[src/rtl/uart_pkg.sv]
// Shared constants for the UART configuration/status register bank:
// register word addresses, STATUS bit positions and the TX holding FSM states.
package uart_pkg;

  // Register word addresses
  localparam int unsigned UART_CONFIG  = 0;
  localparam int unsigned UART_CMD     = 1;
  localparam int unsigned UART_TX_DATA = 2;
  localparam int unsigned UART_RX_DATA = 3;
  localparam int unsigned UART_STATUS  = 4;
  localparam int unsigned UART_IRQ_EN  = 5;

  // STATUS / IRQ_EN bit positions
  localparam int ST_TX_FULL    = 0;
  localparam int ST_RX_VALID   = 1;
  localparam int ST_RX_OVERRUN = 2;
  localparam int ST_CRC_ERR    = 3;
  localparam int ST_TX_DROP    = 4;

  // TX holding buffer states
  typedef enum logic [1:0] {
    TX_IDLE   = 2'd0,  // buffer empty
    TX_LOADED = 2'd1,  // buffer full, no start requested yet
    TX_ARMED  = 2'd2,  // buffer full, waiting for transmitter ready and tx_en
    TX_START  = 2'd3   // start pulse cycle, buffer already empty again
  } tx_state_t;

endpackage

[src/rtl/uart_tx_holding.sv]
// One-deep TX holding buffer with a start request handshake towards the
// transmitter. A start request may arrive before the character; it is then
// remembered and the buffer goes straight to ARMED when loaded.
module uart_tx_holding
  import uart_pkg::*;
#(
  parameter int DATA_W = 8
) (
  input  logic              clk,
  input  logic              rst_i,
  input  logic              i_wr,          // TX_DATA register write
  input  logic [DATA_W-1:0] i_wr_data,
  input  logic              i_start_req,   // CMD[0] write
  input  logic              i_tx_en,
  input  logic              i_tx_ready,
  output logic              o_tx_start,
  output logic [DATA_W-1:0] o_tx_data,
  output logic              o_tx_full,
  output logic              o_tx_drop      // write hit a full buffer this cycle
);

  tx_state_t         r_state;
  tx_state_t         w_state_next;
  logic              r_pre_armed;
  logic              w_pre_armed_next;
  logic [DATA_W-1:0] r_buf;
  logic [DATA_W-1:0] w_buf_next;
  logic              w_fire;
  logic              r_tx_start;
  logic [DATA_W-1:0] r_tx_data;

  assign o_tx_full  = (r_state == TX_LOADED) || (r_state == TX_ARMED);
  assign o_tx_drop  = i_wr && o_tx_full;
  assign o_tx_start = r_tx_start;
  assign o_tx_data  = r_tx_data;

  // Next-state logic: START behaves like IDLE since the buffer has been handed off
  always_comb begin
    w_state_next     = r_state;
    w_pre_armed_next = r_pre_armed;
    w_buf_next       = r_buf;
    w_fire           = 1'b0;
    case (r_state)
      TX_IDLE, TX_START: begin
        if (i_wr) begin
          w_buf_next       = i_wr_data;
          w_state_next     = (r_pre_armed || i_start_req) ? TX_ARMED : TX_LOADED;
          w_pre_armed_next = 1'b0;
        end else begin
          w_state_next = TX_IDLE;
          if (i_start_req) begin
            w_pre_armed_next = 1'b1;
          end
        end
      end
      TX_LOADED: begin
        if (i_start_req) begin
          w_state_next = TX_ARMED;
        end
      end
      TX_ARMED: begin
        if (i_tx_ready && i_tx_en) begin
          w_fire       = 1'b1;
          w_state_next = TX_START;
        end
      end
      default: w_state_next = TX_IDLE;
    endcase
  end

  // State, buffer and registered start pulse / character
  always_ff @(posedge clk) begin
    if (rst_i) begin
      r_state     <= TX_IDLE;
      r_pre_armed <= 1'b0;
      r_buf       <= '0;
      r_tx_start  <= 1'b0;
      r_tx_data   <= '0;
    end else begin
      r_state     <= w_state_next;
      r_pre_armed <= w_pre_armed_next;
      r_buf       <= w_buf_next;
      r_tx_start  <= w_fire;
      if (w_fire) begin
        r_tx_data <= r_buf;
      end
    end
  end

endmodule

[src/rtl/uart_reg_bank.sv]
// UART configuration/status register bank: CONFIG/CMD/TX_DATA/RX_DATA/
// STATUS/IRQ_EN registers, RX capture with overrun, sticky W1C flags,
// registered read data and a registered level interrupt.
module uart_reg_bank
  import uart_pkg::*;
#(
  parameter int DATA_W = 8,
  parameter int DIV_W  = 16,
  parameter int ADDR_W = 5
) (
  input  logic              clk,
  input  logic              rst_i,
  input  logic              cfg_cs,
  input  logic              cfg_we,
  input  logic [ADDR_W-1:0] cfg_addr_i,
  input  logic [31:0]       cfg_data_i,
  output logic [31:0]       cfg_data_o,
  output logic              cfg_rvalid_o,
  output logic              tx_en_o,
  output logic              rx_en_o,
  output logic              crc_en_o,
  output logic [DIV_W-1:0]  clock_divider_o,
  output logic              tx_start_o,
  output logic [DATA_W-1:0] tx_data_o,
  input  logic              tx_ready_i,
  input  logic              rx_valid_i,
  input  logic [DATA_W-1:0] rx_data_i,
  input  logic              crc_err_i,
  output logic              irq_o
);

  logic              r_crc_en;
  logic              r_tx_en;
  logic              r_rx_en;
  logic [DIV_W-1:0]  r_div;
  logic [4:0]        r_irq_en;
  logic [DATA_W-1:0] r_rx_data;
  logic              r_rx_valid;
  logic [31:0]       r_rdata;
  logic              r_rvalid;
  logic              r_irq;

  logic              w_wr;
  logic              w_rd;
  logic              w_sel_cfg;
  logic              w_sel_cmd;
  logic              w_sel_txd;
  logic              w_sel_rxd;
  logic              w_sel_st;
  logic              w_sel_ien;
  logic              w_rx_cap;
  logic              w_rx_pop;
  logic              w_rx_flush;
  logic              w_tx_full;
  logic              w_tx_drop;
  logic              w_st_wr;
  logic [ST_TX_DROP:ST_RX_OVERRUN] w_sticky_set;
  logic [ST_TX_DROP:ST_RX_OVERRUN] w_sticky;
  logic [4:0]        w_status;
  logic [31:0]       w_rd_mux;
  logic              w_unused_data;

  // Not every write-data bit maps to a register field for all parameter sets
  assign w_unused_data = ^cfg_data_i;

  assign w_wr      = cfg_cs && cfg_we;
  assign w_rd      = cfg_cs && !cfg_we;
  assign w_sel_cfg = (cfg_addr_i == ADDR_W'(UART_CONFIG));
  assign w_sel_cmd = (cfg_addr_i == ADDR_W'(UART_CMD));
  assign w_sel_txd = (cfg_addr_i == ADDR_W'(UART_TX_DATA));
  assign w_sel_rxd = (cfg_addr_i == ADDR_W'(UART_RX_DATA));
  assign w_sel_st  = (cfg_addr_i == ADDR_W'(UART_STATUS));
  assign w_sel_ien = (cfg_addr_i == ADDR_W'(UART_IRQ_EN));

  assign w_rx_cap   = rx_valid_i && r_rx_en;
  assign w_rx_pop   = w_rd && w_sel_rxd;
  assign w_rx_flush = w_wr && w_sel_cmd && cfg_data_i[1];
  assign w_st_wr    = w_wr && w_sel_st;

  uart_tx_holding #(
    .DATA_W (DATA_W)
  ) u_tx_holding (
    .clk         (clk),
    .rst_i       (rst_i),
    .i_wr        (w_wr && w_sel_txd),
    .i_wr_data   (cfg_data_i[DATA_W-1:0]),
    .i_start_req (w_wr && w_sel_cmd && cfg_data_i[0]),
    .i_tx_en     (r_tx_en),
    .i_tx_ready  (tx_ready_i),
    .o_tx_start  (tx_start_o),
    .o_tx_data   (tx_data_o),
    .o_tx_full   (w_tx_full),
    .o_tx_drop   (w_tx_drop)
  );

  // Overrun only when an unread character is actually lost (no pop/flush this cycle)
  assign w_sticky_set[ST_RX_OVERRUN] = w_rx_cap && r_rx_valid && !w_rx_pop && !w_rx_flush;
  assign w_sticky_set[ST_CRC_ERR]    = crc_err_i && r_crc_en;
  assign w_sticky_set[ST_TX_DROP]    = w_tx_drop;

  genvar gi;
  generate
    for (gi = ST_RX_OVERRUN; gi <= ST_TX_DROP; gi++) begin : g_sticky
      logic r_flag;
      // Sticky flag: W1C clear, a same-cycle set event wins
      always_ff @(posedge clk) begin
        if (rst_i) begin
          r_flag <= 1'b0;
        end else begin
          r_flag <= (r_flag && !(w_st_wr && cfg_data_i[gi])) || w_sticky_set[gi];
        end
      end
      assign w_sticky[gi] = r_flag;
    end
  endgenerate

  assign w_status = {w_sticky, r_rx_valid, w_tx_full};

  // CONFIG and IRQ_EN register writes
  always_ff @(posedge clk) begin
    if (rst_i) begin
      r_crc_en <= 1'b0;
      r_tx_en  <= 1'b0;
      r_rx_en  <= 1'b0;
      r_div    <= '0;
      r_irq_en <= '0;
    end else begin
      if (w_wr && w_sel_cfg) begin
        r_crc_en <= cfg_data_i[0];
        r_tx_en  <= cfg_data_i[1];
        r_rx_en  <= cfg_data_i[2];
        r_div    <= cfg_data_i[16 +: DIV_W];
      end
      if (w_wr && w_sel_ien) begin
        r_irq_en <= cfg_data_i[4:0];
      end
    end
  end

  // RX holding register: capture beats pop and flush in the same cycle
  always_ff @(posedge clk) begin
    if (rst_i) begin
      r_rx_data  <= '0;
      r_rx_valid <= 1'b0;
    end else if (w_rx_cap) begin
      r_rx_data  <= rx_data_i;
      r_rx_valid <= 1'b1;
    end else if (w_rx_pop || w_rx_flush) begin
      r_rx_valid <= 1'b0;
    end
  end

  // Read multiplexer; write-only and unmapped addresses read as zero
  always_comb begin
    w_rd_mux = '0;
    if (w_sel_cfg) begin
      w_rd_mux[0]          = r_crc_en;
      w_rd_mux[1]          = r_tx_en;
      w_rd_mux[2]          = r_rx_en;
      w_rd_mux[16 +: DIV_W] = r_div;
    end else if (w_sel_rxd) begin
      w_rd_mux[DATA_W-1:0] = r_rx_data;
    end else if (w_sel_st) begin
      w_rd_mux[4:0] = w_status;
    end else if (w_sel_ien) begin
      w_rd_mux[4:0] = r_irq_en;
    end
  end

  // Registered read data (held between reads), read strobe and interrupt
  always_ff @(posedge clk) begin
    if (rst_i) begin
      r_rdata  <= '0;
      r_rvalid <= 1'b0;
      r_irq    <= 1'b0;
    end else begin
      r_rvalid <= w_rd;
      if (w_rd) begin
        r_rdata <= w_rd_mux;
      end
      r_irq <= |(w_status & r_irq_en);
    end
  end

  assign cfg_data_o      = r_rdata;
  assign cfg_rvalid_o    = r_rvalid;
  assign tx_en_o         = r_tx_en;
  assign rx_en_o         = r_rx_en;
  assign crc_en_o        = r_crc_en;
  assign clock_divider_o = r_div;
  assign irq_o           = r_irq;

endmodule

[config.mk]
export PLATFORM = sky130hd
export DESIGN_NAME = uart_reg_bank
export DESIGN_NICKNAME = d
export VERILOG_FILES = /design/src/rtl/uart_pkg.sv /design/src/rtl/uart_tx_holding.sv /design/src/rtl/uart_reg_bank.sv
export SDC_FILE = /design/constraint.sdc
export NUM_CORES = 1
export LEC_CHECK = 0
export CAP_MARGIN = 10
export CORE_AREA = 2 2 109 111
export CTS_CLUSTER_DIAMETER = 40
export DETAILED_ROUTE_END_ITERATION = 6
export DIE_AREA = 0 0 111 113
export GPL_ROUTABILITY_DRIVEN = 0
export PLACE_DENSITY = 0.66
export SETUP_SLACK_MARGIN = 0.3
export SLEW_MARGIN = 20
export SYNTH_ARGS = -nofsm -noshare
export SYNTH_HDL_FRONTEND = slang
export SYNTH_SLANG_ARGS = --single-unit
[constraint.sdc]
create_clock -name clk -period 1.7 [get_ports clk]
set_input_delay 0.34 -clock clk [delete_from_list [all_inputs] [get_ports clk]]
set_output_delay 0.34 -clock clk [all_outputs]
set_load 0.02 [all_outputs]
[Word-level counts from Yosys, hierarchy flattened]
Index checks and enable logic that the tools add are counted.
Widths: inputs -> output; s select.
Word-level totals
  flip-flop bits (word level): 82
  word-level logic and storage cells: 91
Cells by class
  equal/unequal tests: 10
  muxes and demuxes: 18
  bitwise logic cells: 1
  reduce and logical (&&, ||, !) cells: 44
Operators by type and width (number)
  $logic_and 1x1->1: 23
  $mux 5: 4
  $mux 16: 1
  $eq 5x2->1 const B: 2
  $eq 5x3->1 const B: 2
  $mux 2: 4
  $logic_not 1->1: 6
  $logic_or 1x1->1: 6
  $mux 1: 6
  $mux 3: 2
  $pmux 2 s3: 1
  $reduce_and 2->1: 3
  $and 5x5->5: 1
  $eq 5x1->1 const B: 1
  $logic_not 5->1: 1
  $reduce_or 5->1: 1
  $eq 2x2->1 const B: 2
  $reduce_bool 2->1: 2
  $eq 2x1->1 const B: 1
  $logic_not 2->1: 1
  $ne 2x1->1 const B: 1
  $ne 2x2->1 const B: 1
  $reduce_or 2->1: 1

[Longest topological paths before layout]
Gate-level depths: netlist of the first run.
  depth after elaboration: 7
  depth in mapped cells: 8

[Cells and area by module]
A second synthesis of the first run with hierarchy kept.
Second synthesis, totals
  cell total of the unflattened synthesis: 415
  area total of the unflattened synthesis: 3321.9 um2
By module, submodules not included
  uart_reg_bank: times used 1, cells each 320, area each 2539.9 um2, sequential area each 1241.2 um2
  uart_tx_holding: times used 1, cells each 95, area each 782.0 um2, sequential area each 400.4 um2

[Least setup slack after synthesis of the first run]
No wires, ideal clock.
  path type: input-to-reg
  from: input cfg_addr_i[2]
  to: register u_tx_holding.r_state[1]
  setup time: 0.121 ns
  arrival time: 1.520 ns
  path slack: 0.059 ns
  stages on the path: 6
  path buffers: 2
  cell sequence: buf_6 > nor4bb_1 > buf_4 > nand3_2 > a22oi_1 > mux2_2
Between the ends
  word-level cells in the longest chain between the ends: 7
  elaborated cells on any way between the ends: 11
  classes of those cells: eq/ne (3); mux (3); reduce/logical (5)
Ends and longest elaborated chain
  from (decl): RTL line uart_reg_bank.sv:15  | input logic [ADDR_W-1:0] cfg_addr_i,
  $eq 5x1->1: RTL line uart_reg_bank.sv:69  | assign w_sel_cmd = (cfg_addr_i == ADDR_W'(UART_CMD));
  $logic_and 1x1->1 (2 in series): RTL line uart_reg_bank.sv:87  | .i_start_req (w_wr && w_sel_cmd && cfg_data_i[0]),
  $logic_or 1x1->1: RTL line uart_tx_holding.sv:47  | w_state_next = (r_pre_armed || i_start_req) ? TX_ARMED : TX_LOADED;
  $mux 2: RTL line uart_tx_holding.sv:47
  $mux 2: RTL line uart_tx_holding.sv:45  | if (i_wr) begin
  $pmux 2 s3: RTL line uart_tx_holding.sv:43  | case (r_state)
  to (signal assigned): RTL line uart_tx_holding.sv:80  | r_state <= w_state_next;
  to (decl): RTL line uart_tx_holding.sv:22  | tx_state_t r_state;
Parallel ways exist; a longest one is shown, timed or not.
A chain may end at the register's enable or synchronous reset.

[Final worst setup path of the first run]
  from: register u_tx_holding.r_state[1]
  to: register u_tx_holding.r_state[1]
Between the ends
  word-level cells in the longest chain between the ends: 3
  elaborated cells on any way between the ends: 9
  classes of those cells: eq/ne (5); mux (1); reduce/logical (3)
Ends and longest elaborated chain (RTL line)
  $eq 2x2->1 (tied with other cells): uart_tx_holding.sv:43
  $reduce_or 2->1 (tied with other cells): uart_tx_holding.sv:43
  $pmux 2 s3 or $reduce_and 2->1 (tied branches)
Parallel ways exist; a longest one is shown, timed or not.

==> results of run 1 <==
-- where the power goes --
| group | switching [uW] | internal [uW] | leakage, uW |
|---|---|---|---|
| logic | 342 | 367 | 0.00120 |
| clock network | 776 | 1080 | 0.000136 |
| registers | 26.3 | 1950 | 0.000661 |
-- worst min path at each step --
stage	startpoint	end	slack, ps	cells past startpoint
global route	rst_i	r_irq_en[1]$_SDFFE_PP0P_	390	2
finish	rst_i	r_irq_en[1]$_SDFFE_PP0P_	390	2
detailed placement	cfg_data_o[27]$_SDFFE_PP0N_	cfg_data_o[27]$_SDFFE_PP0N_	450	2
CTS	rst_i	r_irq_en[1]$_SDFFE_PP0P_	380	2
floorplan	u_tx_holding.r_buf[0]$_SDFFE_PP0P_	u_tx_holding.o_tx_data[0]$_SDFFE_PP0P_	430	2
global placement	u_tx_holding.r_buf[7]$_SDFFE_PP0P_	u_tx_holding.o_tx_data[7]$_SDFFE_PP0P_	440	2
-- cell usage after synthesis, drive strengths merged, types with 4 or more instances --
cell	instances	area, um2
mux2i	13	130
a2bb2oi	4	35.0
nor2	23	86.3
clkbuf	17	65.1
a221oi	4	35.0
buf	18	136
o22ai	4	25.0
a21oi	58	290
nor3	4	31.3
inv	6	22.5
and2	4	25.0
dfxtp	82	1640
nand2	103	389
nand3	27	140
-- area by class of cell --
type	count	area (um2)	area share, %
flip-flops and latches	82	1640	33.2
multi-input cells	285	1590	32.1
repair buffers	136	1220	24.8
clock buffers	12	256	5.19
well taps	143	179	3.62
clock inverters	4	32.5	0.658
inverters	6	22.5	0.456
-- registers in the layout (all words and copies together) (netlist names), 2 cells and up --
name and cells:
cfg_data_o 24, clock_divider_o 16, r_rx_data 8, u_tx_holding.o_tx_data 8
u_tx_holding.r_buf 8, r_irq_en 5, g_sticky.r_flag 3, u_tx_holding.r_state 2
-- worst register-to-register path: stages, from the launching register on --
cell and delay, ps:
sky130_fd_sc_hd__dfxtp_1 380, sky130_fd_sc_hd__inv_1 100, sky130_fd_sc_hd__ha_1 220, sky130_fd_sc_hd__a22oi_2 250
sky130_fd_sc_hd__mux2_4 330
-- stage by stage --
stage                     setup WS [ps]  TNS, ps  hold WS [ps]  cells  utilization, %
after floorplan                     152        0           432    408               -
after global placement             -345   -17180           437    645            40.9
after detailed placement           -438   -19030           447    645            40.9
after CTS                           241        0           377    666            43.7
after global routing                225        0           390    668            43.8
final                               304        0           389    668            43.8
-- logic make-up (layout without fill, tap and decap cells) --
group	count (synthesis)	after routing
buffers and inverters	41	158
DFF	82	82
adders and majority gates	2	2
other	1	8
and+or+nand+nor	175	175
muxes	16	16
AOI/OAI and AO/OA	84	84
-- metal layers --
layer  GRT usage, %  part of all wire [%]
met3           3.59                   7.5
met2           25.2                    47
met5              0                     0
met1           19.5                    44
met4           4.33                   1.0
-- repair_timing --
| action | CTS | global route |
|---|---|---|
| gates resized for setup | 80 | 46 |
| setup buffers | 5 | 2 |
| pin swaps | 8 | 9 |
| setup endpoints to repair | 117 | 78 |
| cloned | 0 | 0 |
==> impl_results.html, run 1 <==
<table>
<tr><th>Metric</th><th>Value</th></tr>
<tr><th colspan="2">Setup path</th></tr>
<tr><td>Worst setup SP type</td><td>flip-flop</td></tr>
<tr><td>Maximum fanout along the worst path</td><td>2</td></tr>
<tr><td>Critical path startpoint</td><td>u_tx_holding.r_state[1]$_SDFFE_PP0P_</td></tr>
<tr><td>Ordered cell list for the critical path</td><td>inv_1, ha_1, a22oi_2, mux2_4</td></tr>
<tr><td>Worst reg-to-reg setup slack</td><td>300 ps</td></tr>
<tr><td>R2R Path End</td><td>u_tx_holding.r_state[1]$_SDFFE_PP0P_</td></tr>
<tr><td>Delay of the slowest cell on the worst path</td><td>380 ps</td></tr>
<tr><td>Reg2Reg Launch Point</td><td>u_tx_holding.r_state[1]$_SDFFE_PP0P_</td></tr>
<tr><td>Type of element capturing the critical path</td><td>flip-flop</td></tr>
<tr><td>Start-to-end type of the worst setup path</td><td>flip-flop to flip-flop</td></tr>
<tr><td>CP arrival</td><td>around 1600 ps</td></tr>
<tr><td>Required time at the worst-slack endpoint</td><td>roughly 1900 ps</td></tr>
<tr><td>Logic depth of the worst path, buffers included</td><td>4</td></tr>
<tr><td>Buf/Inv on CP</td><td>1</td></tr>
<tr><td>Worst reg2reg path depth</td><td>4</td></tr>
<tr><td>Cell class contributing the biggest share of worst-path delay</td><td>flip-flops</td></tr>
<tr><td>Crit path max-delay cell type</td><td>sky130_fd_sc_hd__dfxtp_1</td></tr>
<tr><td>Worst setup path end</td><td>u_tx_holding.r_state[1]$_SDFFE_PP0P_</td></tr>
<tr><th colspan="2">GRT</th></tr>
<tr><td>Total track usage</td><td>approximately 15%</td></tr>
<tr><td>Antenna violations before repair</td><td>0</td></tr>
<tr><td>Global-route wire length before repair</td><td>approximately 15000 um</td></tr>
<tr><td>Pin count of the biggest net entering global routing</td><td>34</td></tr>
<tr><td>Total congestion overflow</td><td>0</td></tr>
<tr><td>Vias in the first global route</td><td>3081</td></tr>
<tr><th colspan="2">Clocking</th></tr>
<tr><td>Clock tree root driver cell</td><td>sky130_fd_sc_hd__clkbuf_16</td></tr>
<tr><td>Total CTS buffers</td><td>9</td></tr>
<tr><td>Clock Pin Slew Worst Setup and Hold Paths</td><td>~60 ps</td></tr>
<tr><td>Max Buffers Root-to-Sink</td><td>2</td></tr>
<tr><td>Clock tree from TritonCTS</td><td>yes</td></tr>
<tr><td>H-tree depth reported by CTS</td><td>3</td></tr>
<tr><td>Post-cts hold buffer count</td><td>0</td></tr>
<tr><td>Number of clock sinks</td><td>roughly 80</td></tr>
<tr><td>Clock network latency to the later pin of the worst-skew pair</td><td>around 330 ps</td></tr>
<tr><th colspan="2">Power</th></tr>
<tr><td>Pwr Density</td><td>between 900 and 1000 nW/um2</td></tr>
<tr><td>Total Power Consumption</td><td>around 4500 uW</td></tr>
<tr><td>VDD IR-drop max</td><td>between 400 and 500 uV</td></tr>
<tr><td>Leakage dissipation</td><td>about 0.002 uW</td></tr>
<tr><th colspan="2">Die</th></tr>
<tr><td>Die width</td><td>roughly 110 um</td></tr>
<tr><td>Placeable core area</td><td>between 10000 and 15000 um2</td></tr>
<tr><td>Total number of placement rows</td><td>39</td></tr>
<tr><td>Height of the die</td><td>~110 um</td></tr>
<tr><td>Initial core utilization</td><td>about 30%</td></tr>
<tr><td>Io pins</td><td>114</td></tr>
<tr><td>Overall die area</td><td>around 13000 um2</td></tr>
<tr><th colspan="2">Placement</th></tr>
<tr><td>Sum of net half-perimeters after detailed placement</td><td>6860 um</td></tr>
<tr><td>Total placed instance area</td><td>4610 um2</td></tr>
<tr><td>Port Buffer Count</td><td>97</td></tr>
<tr><th colspan="2">Final layout</th></tr>
<tr><td>Area of all placed cells without fillers</td><td>slightly below 5000 um2</td></tr>
<tr><td>Leading cell type in the layout, fill and taps excluded</td><td>sky130_fd_sc_hd__nand2_1</td></tr>
<tr><td>Area Overhead vs Synth</td><td>47.8%</td></tr>
<tr><td>Number of antenna diodes</td><td>0</td></tr>
<tr><td>Proportion of layout cells with a drive suffix above 1</td><td>between 10% and 20%</td></tr>
<tr><td>Number of filler instances in the final layout</td><td>1117</td></tr>
<tr><td>Highest-count cells in the layout ignoring fill and taps</td><td>102 x sky130_fd_sc_hd__nand2_1, 81 x sky130_fd_sc_hd__dfxtp_1, 58 x sky130_fd_sc_hd__a21oi_1</td></tr>
<tr><td>Final Net Count</td><td>approximately 570</td></tr>
<tr><th colspan="2">Synth</th></tr>
<tr><td>FF+latch count, synth</td><td>82</td></tr>
<tr><td>Yosys warning count</td><td>0</td></tr>
<tr><td>Portion of netlist area occupied by mux cells</td><td>4.90%</td></tr>
<tr><td>Share of the synthesized netlist area taken by xor and xnor gates</td><td>0%</td></tr>
<tr><td>Proportion of register bits with asynchronous set or reset after synthesis</td><td>0%</td></tr>
<tr><td>Fraction of the mapped netlist area in compound gates</td><td>between 10% and 20%</td></tr>
<tr><td>Number of unique standard cell types used by synthesis</td><td>43</td></tr>
<tr><td>Basic-gate share of the synthesized area counting and, or, nand and nor cells</td><td>about a quarter</td></tr>
<tr><td>Average cell area after synthesis</td><td>8.34 um2</td></tr>
<tr><td>Commonest register cell after synthesis</td><td>sky130_fd_sc_hd__dfxtp_1</td></tr>
<tr><td>Cells after Synth</td><td>roughly 400</td></tr>
<tr><td>Seq/Total Area, Yosys</td><td>between 40% and 50%</td></tr>
<tr><td>Number of enable-type register cells in the synthesized netlist</td><td>0</td></tr>
<tr><td>Post-synthesis share of cell area spent on full adders, half adders and majority gates</td><td>less than 1%</td></tr>
<tr><td>Netlist area before placement</td><td>3340 um2</td></tr>
<tr><td>Combinational family with the most area after synthesis</td><td>simple AND/OR/NAND/NOR gates</td></tr>
<tr><th colspan="2">Timing</th></tr>
<tr><td>Post-layout minimum cycle time</td><td>around 1400 ps</td></tr>
<tr><td>Fmax achieved</td><td>a little over 700 MHz</td></tr>
<tr><td>Share of the clock period used by the worst path</td><td>82.1%</td></tr>
<tr><td>Largest clock skew in the final design</td><td>6.22 ps</td></tr>
<tr><td>Slew Limit Fails</td><td>0</td></tr>
<tr><td>Unrepaired setup endpoints after global routing</td><td>yes</td></tr>
<tr><td>Final Hold Fails</td><td>0</td></tr>
<tr><td>Final Setup Violations</td><td>0</td></tr>
<tr><th colspan="2">Drt</th></tr>
<tr><td>DRC errors left</td><td>0</td></tr>
<tr><td>Detailed-routing iteration count for the pre-antenna-repair pass</td><td>4</td></tr>
<tr><td>Remaining antenna violation count after routing</td><td>0</td></tr>
<tr><td>Overall via count from detail_route</td><td>around 3200</td></tr>
<tr><td>Number of DRC markers after the initial detailed-route iteration</td><td>166</td></tr>
<tr><td>WL/cell</td><td>approximately 14 um</td></tr>
<tr><td>Via-per-instance ratio</td><td>~4.8</td></tr>
<tr><td>WL final</td><td>approximately 9500 um</td></tr>
<tr><th colspan="2">Outcome</th></tr>
<tr><td>Outcome</td><td>complete, no violations</td></tr>
<tr><th colspan="2">Run</th></tr>
<tr><td>Number of max-cap violations</td><td>0</td></tr>
<tr><th colspan="2">Min path</th></tr>
<tr><td>Hold crit path type</td><td>input port to flip-flop</td></tr>
</table>
Power figures use the tool's default switching activity.
==> inputs of run 2 (changes only) <==
Settings changed: PLACE_DENSITY 0.66 to 0.64.
Clock period 1.7 ns to 1.4 ns, I/O delays scaled along.
==> impl_results.html, run 2 (synthesized netlist as in run 1, its figures left out) <==
<table>
<tr><th>Metric</th><th>Value</th></tr>
<tr><th colspan="2">Drt</th></tr>
<tr><td>WL/cell</td><td>16.8 um</td></tr>
<tr><td>DRC errors left</td><td>0</td></tr>
<tr><td>Overall via count from detail_route</td><td>3540</td></tr>
<tr><td>Number of DRC markers after the initial detailed-route iteration</td><td>about 250</td></tr>
<tr><td>Via-per-instance ratio</td><td>4.96</td></tr>
<tr><td>Remaining antenna violation count after routing</td><td>0</td></tr>
<tr><td>Detailed-routing iteration count for the pre-antenna-repair pass</td><td>4</td></tr>
<tr><td>WL final</td><td>12000 um</td></tr>
<tr><th colspan="2">Final layout</th></tr>
<tr><td>Number of antenna diodes</td><td>0</td></tr>
<tr><td>Highest-count cells in the layout ignoring fill and taps</td><td>76 x sky130_fd_sc_hd__buf_6, 66 x sky130_fd_sc_hd__nand2_1, 54 x sky130_fd_sc_hd__buf_4</td></tr>
<tr><td>Final Net Count</td><td>620</td></tr>
<tr><td>Final cell count without fillers</td><td>714</td></tr>
<tr><td>Max FFs per register</td><td>24</td></tr>
<tr><td>Area Overhead vs Synth</td><td>89.3%</td></tr>
<tr><td>Proportion of layout cells with a drive suffix above 1</td><td>roughly 60%</td></tr>
<tr><td>Leading cell type in the layout, fill and taps excluded</td><td>sky130_fd_sc_hd__buf_6</td></tr>
<tr><th colspan="2">Clocking</th></tr>
<tr><td>Clock network latency to the later pin of the worst-skew pair</td><td>about 340 ps</td></tr>
<tr><td>Clock tree root driver cell</td><td>sky130_fd_sc_hd__clkbuf_16</td></tr>
<tr><td>Max Buffers Root-to-Sink</td><td>2</td></tr>
<tr><td>Post-cts hold buffer count</td><td>0</td></tr>
<tr><td>Total CTS buffers</td><td>9</td></tr>
<tr><td>Clock tree from TritonCTS</td><td>yes</td></tr>
<tr><td>H-tree depth reported by CTS</td><td>3</td></tr>
<tr><td>Clock Pin Slew Worst Setup and Hold Paths</td><td>about 60 ps</td></tr>
<tr><td>Number of clock sinks</td><td>between 80 and 90</td></tr>
<tr><th colspan="2">Min path</th></tr>
<tr><td>Hold crit path type</td><td>input port to flip-flop</td></tr>
<tr><th colspan="2">Timing</th></tr>
<tr><td>Worst Tran Pin Value</td><td>around 530 ps</td></tr>
<tr><td>Worst relative slew slack</td><td>approximately 65%</td></tr>
<tr><td>Post-layout minimum cycle time</td><td>1360 ps</td></tr>
<tr><td>Slew Limit Fails</td><td>0</td></tr>
<tr><td>Final Setup Violations</td><td>0</td></tr>
<tr><td>Fmax achieved</td><td>between 700 and 800 MHz</td></tr>
<tr><td>Final worst hold slack</td><td>between 200 and 300 ps</td></tr>
<tr><td>Largest clock skew in the final design</td><td>~7.4 ps</td></tr>
<tr><td>Share of the clock period used by the worst path</td><td>a little over nine tenths</td></tr>
<tr><td>Unrepaired setup endpoints after global routing</td><td>yes</td></tr>
<tr><td>Final Hold Fails</td><td>0</td></tr>
<tr><th colspan="2">Setup path</th></tr>
<tr><td>CP arrival</td><td>around 1600 ps</td></tr>
<tr><td>Worst setup SP type</td><td>flip-flop</td></tr>
<tr><td>Type of element capturing the critical path</td><td>flip-flop</td></tr>
<tr><td>Start-to-end type of the worst setup path</td><td>flip-flop to flip-flop</td></tr>
<tr><td>Worst reg-to-reg setup slack</td><td>about 44 ps</td></tr>
<tr><td>Required time at the worst-slack endpoint</td><td>~1600 ps</td></tr>
<tr><td>Maximum fanout along the worst path</td><td>5</td></tr>
<tr><th colspan="2">Power</th></tr>
<tr><td>Sequential Power Share</td><td>between 40 and 50%</td></tr>
<tr><td>Net switching power of the design</td><td>between 1000 and 1500 uW</td></tr>
<tr><td>Pwr Density</td><td>between 900 and 1000 nW/um2</td></tr>
<tr><td>Cell-internal power</td><td>approximately 4300 uW</td></tr>
<tr><td>Leakage dissipation</td><td>roughly 0.0024 uW</td></tr>
<tr><td>Net switching share of the total power</td><td>25.7%</td></tr>
<tr><td>VDD IR-drop max</td><td>between 600 and 700 uV</td></tr>
<tr><td>Fraction of power consumed by the clock network</td><td>40.1%</td></tr>
<tr><td>Combinational power share</td><td>between 10% and 20%</td></tr>
<tr><th colspan="2">Die</th></tr>
<tr><td>Height of the die</td><td>about 110 um</td></tr>
<tr><td>Overall die area</td><td>~13000 um2</td></tr>
<tr><td>Die width</td><td>about 110 um</td></tr>
<tr><td>Io pins</td><td>around 110</td></tr>
<tr><td>Placeable core area</td><td>11300 um2</td></tr>
<tr><td>Initial core utilization</td><td>slightly below 30%</td></tr>
<tr><td>Total number of placement rows</td><td>39</td></tr>
<tr><th colspan="2">Placement</th></tr>
<tr><td>Sum of net half-perimeters after detailed placement</td><td>slightly below 7000 um</td></tr>
<tr><td>Port Buffer Count</td><td>slightly below 100</td></tr>
<tr><td>Cell count after placement</td><td>650</td></tr>
<tr><th colspan="2">GRT</th></tr>
<tr><td>Total track usage</td><td>between 15 and 20%</td></tr>
<tr><td>Antenna violations before repair</td><td>0</td></tr>
<tr><td>Global-route wire length before repair</td><td>~18000 um</td></tr>
<tr><td>Total congestion overflow</td><td>0</td></tr>
<tr><td>Vias in the first global route</td><td>around 3500</td></tr>
<tr><td>Pin count of the biggest net entering global routing</td><td>43</td></tr>
<tr><th colspan="2">Outcome</th></tr>
<tr><td>Outcome</td><td>complete, no violations</td></tr>
<tr><th colspan="2">Run</th></tr>
<tr><td>Number of max-cap violations</td><td>0</td></tr>
</table>
run 2: cell count changes in the layout (fill, tap and decap cells not counted), moves of 31 or more:
cell	delta
sky130_fd_sc_hd__buf_6	+73
sky130_fd_sc_hd__dfxtp_1	-55
sky130_fd_sc_hd__dfxtp_2	+52
sky130_fd_sc_hd__nand2_1	-36
sky130_fd_sc_hd__dlygate4sd2_1	-31
run 2: worst paths after layout:
| check | from | to | cells past startpoint |
|---|---|---|---|
| max | u_tx_holding.r_state[0]$_SDFFE_PP0P_ | u_tx_holding.r_buf[2]$_SDFFE_PP0P_ | 7 |
| min | rst_i | u_tx_holding.r_pre_armed$_SDFFE_PP0P_ | 2 |
| max reg2reg | u_tx_holding.r_state[0]$_SDFFE_PP0P_ | u_tx_holding.r_buf[2]$_SDFFE_PP0P_ | 7 |
| min reg2reg | u_tx_holding.o_tx_data[7]$_SDFFE_PP0P_ | u_tx_holding.o_tx_data[7]$_SDFFE_PP0P_ | 2 |
run 2: per-stage QoR:
step | cell area (um2) | TNS (ps) | power [uW] | worst slack, ps | utilization, %
2_1_floorplan | 3530 | -355 | 2900 | -88.3 | -
3_3_place_gp | 4750 | -30880 | 3190 | -583 | 42.2
3_5_place_dp | 4750 | -33240 | 3210 | -618 | 42.2
4_1_cts | 5820 | 0 | 5700 | 78.3 | 51.6
5_1_grt | 6330 | -29.0 | 6070 | -29.0 | 56.2
6_report | 6330 | 0 | 5830 | 44.0 | 56.2
run 2: worst max-delay path: stages (launching register included):
cell,delay [ps]
sky130_fd_sc_hd__dfxtp_2,330
sky130_fd_sc_hd__inv_2,40
sky130_fd_sc_hd__ha_4,260
sky130_fd_sc_hd__nand4_1,80
sky130_fd_sc_hd__buf_6,160
sky130_fd_sc_hd__buf_12,130
sky130_fd_sc_hd__mux2i_2,160
sky130_fd_sc_hd__nor2_1,60
run 2: cell type report:
cell class / count / area (um2)
clock buffer: 11 / 233
sequential: 82 / 1720
inverter: 6 / 25.0
multi-input combinational: 285 / 2150
tap: 143 / 179
timing repair buffer: 182 / 1970
clock inverter: 5 / 55.1
fill: 959 / 4940
run 2: timing repair:
action / in CTS / in global routing
gates resized for setup: 452 / 130
gates cloned: 6 / 1
pin swaps: 34 / 53
hold endpoints to repair: 0 / 0
setup endpoints to repair: 128 / 100
buffers inserted: 36 / 5
run 2: per-layer routing:
layer | track usage, % | routed length [um] | vias up
li1 | - | - | 1697
met1 | 21.7 | 5060 | 1692
met2 | 30.6 | 6030 | 126
met3 | 4.07 | 664 | 25
met4 | 6.92 | 265 | 0
met5 | 0 | 0 | -
run 2: power by group through the flow:
| stage | Combinational, uW | Clock [uW] | Sequential, uW |
|---|---|---|---|
| 6_report | 1080 | 2340 | 2410 |
| 3_5_place_dp | 762 | 0 | 2450 |
| 5_1_grt | 1170 | 2490 | 2410 |
| 3_3_place_gp | 742 | 0 | 2450 |
| 4_1_cts | 929 | 2360 | 2410 |
| 2_1_floorplan | 448 | 0 | 2450 |
